<file path="src/rtl/cam_config_sequencer.sv">
// Stereo camera configuration sequencer.
// Walks a register table in a synchronous ROM and issues one SCCB write per
// entry through a shared sender, first on the left camera bus, then on the
// right. Guard and delay intervals keep the bus quiet before each switch.
module cam_config_sequencer #(
   parameter logic [7:0] CAM_ID       = 8'h42,
   parameter int         XFER_CYCLES  = 8448,
   parameter int         DELAY_CYCLES = 2_500_000,
   parameter int         ADDR_W       = 8
) (
   input  logic              clk,
   input  logic              rst,
   input  logic              start,
   output logic [ADDR_W-1:0] rom_addr,
   input  logic [15:0]       rom_data,
   output logic              send,
   input  logic              taken,
   output logic [7:0]        id,
   output logic [7:0]        reg_addr,
   output logic [7:0]        value,
   output logic              bus_sel,
   output logic              busy,
   output logic              done
);

   localparam logic [2:0] ST_IDLE   = 3'd0;
   localparam logic [2:0] ST_FETCH  = 3'd1;
   localparam logic [2:0] ST_DECODE = 3'd2;
   localparam logic [2:0] ST_SEND   = 3'd3;
   localparam logic [2:0] ST_GUARD  = 3'd4;
   localparam logic [2:0] ST_DELAY  = 3'd5;
   localparam logic [2:0] ST_DONE   = 3'd6;

   localparam logic [15:0]       END_MARK   = 16'hFFFF;
   localparam logic [15:0]       DELAY_MARK = 16'hFFF0;
   localparam logic [31:0]       XFER_LOAD  = 32'(XFER_CYCLES - 1);
   localparam logic [31:0]       DELAY_LOAD = 32'(DELAY_CYCLES - 1);
   localparam logic [ADDR_W-1:0] ADDR_MAX   = {ADDR_W{1'b1}};
   localparam logic [ADDR_W-1:0] ADDR_ONE   = {{(ADDR_W-1){1'b0}}, 1'b1};

   logic [2:0]  state;
   logic [31:0] cnt;
   logic        wait_over;
   logic        end_hit;

   // The ID never changes; both cameras share the same SCCB address.
   assign id = CAM_ID;

   // End of the current camera's table: explicit end marker, or an interval
   // expiring on the last ROM address (the address never wraps).
   always_comb begin
      wait_over = 1'b0;
      end_hit   = 1'b0;
      if ((state == ST_GUARD) || (state == ST_DELAY)) begin
         wait_over = (cnt == 32'd0);
      end else begin
         wait_over = 1'b0;
      end
      if ((state == ST_DECODE) && (rom_data == END_MARK)) begin
         end_hit = 1'b1;
      end else if (wait_over && (rom_addr == ADDR_MAX)) begin
         end_hit = 1'b1;
      end else begin
         end_hit = 1'b0;
      end
   end

   // Sequencer state machine and all registered outputs.
   always_ff @(posedge clk) begin
      if (rst) begin
         state    <= ST_IDLE;
         cnt      <= 32'd0;
         rom_addr <= '0;
         send     <= 1'b0;
         reg_addr <= 8'd0;
         value    <= 8'd0;
         bus_sel  <= 1'b0;
         busy     <= 1'b0;
         done     <= 1'b0;
      end else if (end_hit) begin
         // Bus switches only here, after a completed guard or on a marker.
         if (bus_sel == 1'b0) begin
            bus_sel  <= 1'b1;
            rom_addr <= '0;
            state    <= ST_FETCH;
         end else begin
            busy  <= 1'b0;
            done  <= 1'b1;
            state <= ST_DONE;
         end
      end else begin
         case (state)
            ST_IDLE, ST_DONE: begin
               if (start) begin
                  rom_addr <= '0;
                  bus_sel  <= 1'b0;
                  done     <= 1'b0;
                  busy     <= 1'b1;
                  state    <= ST_FETCH;
               end
            end
            ST_FETCH: begin
               state <= ST_DECODE;
            end
            ST_DECODE: begin
               if (rom_data == DELAY_MARK) begin
                  cnt   <= DELAY_LOAD;
                  state <= ST_DELAY;
               end else begin
                  reg_addr <= rom_data[15:8];
                  value    <= rom_data[7:0];
                  send     <= 1'b1;
                  state    <= ST_SEND;
               end
            end
            ST_SEND: begin
               if (taken) begin
                  send  <= 1'b0;
                  cnt   <= XFER_LOAD;
                  state <= ST_GUARD;
               end
            end
            ST_GUARD, ST_DELAY: begin
               if (wait_over) begin
                  rom_addr <= rom_addr + ADDR_ONE;
                  state    <= ST_FETCH;
               end else begin
                  cnt <= cnt - 32'd1;
               end
            end
            default: begin
               state <= ST_IDLE;
               send  <= 1'b0;
               busy  <= 1'b0;
            end
         endcase
      end
   end

endmodule
</file>
<file path="config.mk">
export PLATFORM = sky130hd
export DESIGN_NAME = cam_config_sequencer
export DESIGN_NICKNAME = d
export VERILOG_FILES = /design/src/rtl/cam_config_sequencer.sv
export SDC_FILE = /design/constraint.sdc
export NUM_CORES = 1
export LEC_CHECK = 0
export ABC_AREA = 1
export CAP_MARGIN = 20
export CORE_UTILIZATION = 59
export DETAILED_ROUTE_END_ITERATION = 10
export HOLD_SLACK_MARGIN = 0.15
export PLACE_DENSITY = 0.85
export RECOVER_POWER = 25
export SYNTH_ARGS = -nofsm -noshare
export SYNTH_HDL_FRONTEND = slang
export SYNTH_SLANG_ARGS = --single-unit
export TNS_END_PERCENT = 10
</file>
<file path="constraint.sdc">
create_clock -name clk -period 2.9 [get_ports clk]
set_input_delay 0.29 -clock clk [delete_from_list [all_inputs] [get_ports clk]]
set_output_delay 0.29 -clock clk [all_outputs]
set_load 0.01 [all_outputs]
</file>
==> flow_metrics.tcl <==
set metrics [dict create \
    synth_top_cell_by_area "dfxtp_1" \
    syn_to_final_growth_pct 15.7 \
    ant_nets 0 \
    synth_area_leaders "dfxtp_1 32%, nand2_1 15%, nor2_1 11%, a21oi_1 7.2%, nand3_1 7.2%" \
    critPathArrivalTime_ns 2.62 \
    r2r_cells 12 \
    gp_congestion 0.980 \
    crit_top_cell "nor2_1" \
    core_mm2 0.00642 \
    diodes 0 \
    p_leak_nw 2.01 \
    cts_tree "done" \
    fin_skew_ns 0.0115 \
    cts.htree.levels 3 \
    gr-total-overflow 0 \
    n_fill_cell 535 \
    root_buffer "clkbuf_8" \
    cp_max_fo 33 \
    rsz0062_at_grt "no" \
    status "finished with violations" \
    die_h_um 83.9 \
    period_share_pct 81.9 \
    postSynthCellCount 627 \
    crit_required_ns 3.14 \
    tns_ns 0 \
    synth_warnings 0 \
    seq_area_mm2 0.00126 \
    synthFlopType "dfxtp_1" \
    syn_area_per_cell_um2 6.32 \
    cts_buffer_depth 2 \
    hpwl_mm 7.17 \
    num_vias 4083 \
    worstPathBufferInverterCount 2 \
    hold-worst-slack_ns 0.440 \
    finalCriticalPeriod_ns 2.38 \
    crit_path_cell_trace "inv_1, ha_1, nand2_1, nor2_1, nand2_1, nor2_1, nor2_1, nand2_8, inv_4, nand2_1, nor2_1, nor2_1" \
    post_drt_wl_per_cell_um 13.4 \
    synth_cell_type_count 41 \
    critPathKind "register to register" \
    drv_cap 0 \
    grt_pass1_wl_mm 17.3 \
    drc 2 \
    startpoint_type "register" \
    hold_viol 0 \
    vias_per_cell 5.45 \
    clk_latency_ns 0.36 \
    cts_made_buffers 9 \
    r2r-start "cnt[0]" \
    nets 689 \
    portBuffers 47 \
    hp-start "busy" \
    clock-sinks 63 \
    ys_seq_area_share_pct 31.8 \
    holdPathEnd "busy" \
    cts_resized 0 \
    synth_edf_count 0 \
    first_pass_iters 8 \
    grt_pass1_vias 3807 \
    synthArstFlopShare_pct 0 \
    multi_input_area_mm2 0.00233 \
    grt_start_max_net_pins 44 \
    hold_buffers 0 \
    ys_seq_elements 63 \
    grt_antenna_before_repair 0 \
    p_per_area_mw_per_mm2 965 \
    boundaryPins 56 \
    yosysMostFrequentCell "nand2_1" \
    crit_family "simple AND/OR/NAND/NOR gates" \
    end_kind "register" \
    netlist.area_leader.share_pct 31.8 \
    tightest_slew_ns 0.578 \
    drt_iter0_markers 338 \
    ir_drop_mv 0.550 \
    max_freq_mhz 421 \
    reg2reg_to "cnt[21]" \
    rrSetupSlack_ns 0.52 \
    drive_gt1_share_pct 7.59 \
    min_delay_path_depth 2 \
    finalSetupViolCount 0 \
    maxSlewViolCount 0 \
    cpPeakStageDelay_ns 0.35 \
    slew_headroom_pct 61.2 \
    cp_slowest_cell "dfxtp_1" \
    hp-class "register to register" \
    num_rows 29 \
    die_w_um 83.9 \
    cts_setup_buffers 0 \
    dieArea_mm2 0.00704 \
    totalWireLength_mm 10.1 \
    yosys-top-cells-count "162 x nand2_1, 119 x nor2_1, 63 x dfxtp_1" \
    synth_area_mm2 0.00396 \
    clk_pin_slew_ns 0.07 \
    violations "design-rule violations" \
    start_util_pct 61.7 \
    grt_util_all_layers_pct 30.3 \
]
[registers in the layout (all words and copies together), names as in the netlist]
register and flops:
value 8, cnt 32, bus_sel 1, busy 1, done 1, send 1
reg_addr 8, rom_addr 8, state 3
[kinds of logic after synthesis]
logic type / synth area share [%]
AO/OA/AOI/OAI: 10.8
buffers and inverters: 9.86
AND/OR/NAND/NOR: 42.0
XOR/XNOR: 4.64
other: 0.190
adder cells (fa/ha/maj): 0.632
flip-flops: 31.8
[cell type report]
type,count,share of cell area (%)
clock buffer,10,3.00
clock inverter,6,1.47
inverter,52,4.42
multi-input combinational,492,50.9
sequential,63,27.5
tap,77,2.10
timing repair buffer,49,10.6
[cell usage in the layout (no fill, tap or decap), types with 5 or more instances in the layout]
| cell | n |
|---|---|
| o21ai_0 | 10 |
| dfxtp_1 | 63 |
| xor2_1 | 16 |
| clkdlybuf4s50_1 | 25 |
| nand4_1 | 6 |
| xnor2_1 | 5 |
| nor2_2 | 7 |
| nand2_1 | 162 |
| inv_1 | 44 |
| clkbuf_8 | 10 |
| nor2_1 | 119 |
| conb_1 | 8 |
| o21ai_1 | 8 |
| nand3_1 | 57 |
| a21oi_1 | 57 |
| dlygate4sd3_1 | 22 |
[power by group]
part | switching [mW] | internal, mW | total, mW
Sequential | 0.171 | 1.03 | 1.20
Clock | 0.383 | 0.424 | 0.807
Combinational | 1.55 | 0.862 | 2.41
[worst min-delay path, delay by kind of cell (launching register included)]
family | cells | cell delay [ns]
DFF | 1 | 0.31
buffers and inverters | 1 | 0.05
AOI/OAI and AO/OA | 1 | 0.05
[routing by layer]
metal / track usage [%] / vias to the layer above / routed length (µm)
met1: 39.1 / 1831 / 4460
met4: 8.78 / 0 / 132
met3: 7.81 / 17 / 863
met2: 49.6 / 166 / 4610
li1: - / 2069 / -
met5: 0 / - / 0
[stage by stage]
step                      util, %  setup WS (ns)  area, µm²  power, mW  std cells
after floorplan                 -           1.06       3980       3.10        633
after global placement       68.1          0.362       4380       3.56        733
after detailed placement     68.1          0.275       4380       3.60        733
after global routing         71.3          0.320       4580       4.80        749
after CTS                    71.3          0.564       4580       4.42        749
final                        71.3          0.525       4580       4.42        749
[how the worst max path moves through the flow]
stage	startpoint	endpoint	slack, ns	depth (start not counted)
after floorplan	rom_addr[0]	rom_addr[7]	1.06	13
after global placement	rom_data[5]	cnt[21]	0.36	12
after detailed placement	rom_data[5]	cnt[21]	0.28	12
after CTS	cnt[0]	cnt[21]	0.56	12
after global routing	cnt[0]	cnt[21]	0.32	12
final	cnt[0]	cnt[21]	0.52	12
No activity file was read; power rests on OpenSTA's default activity.
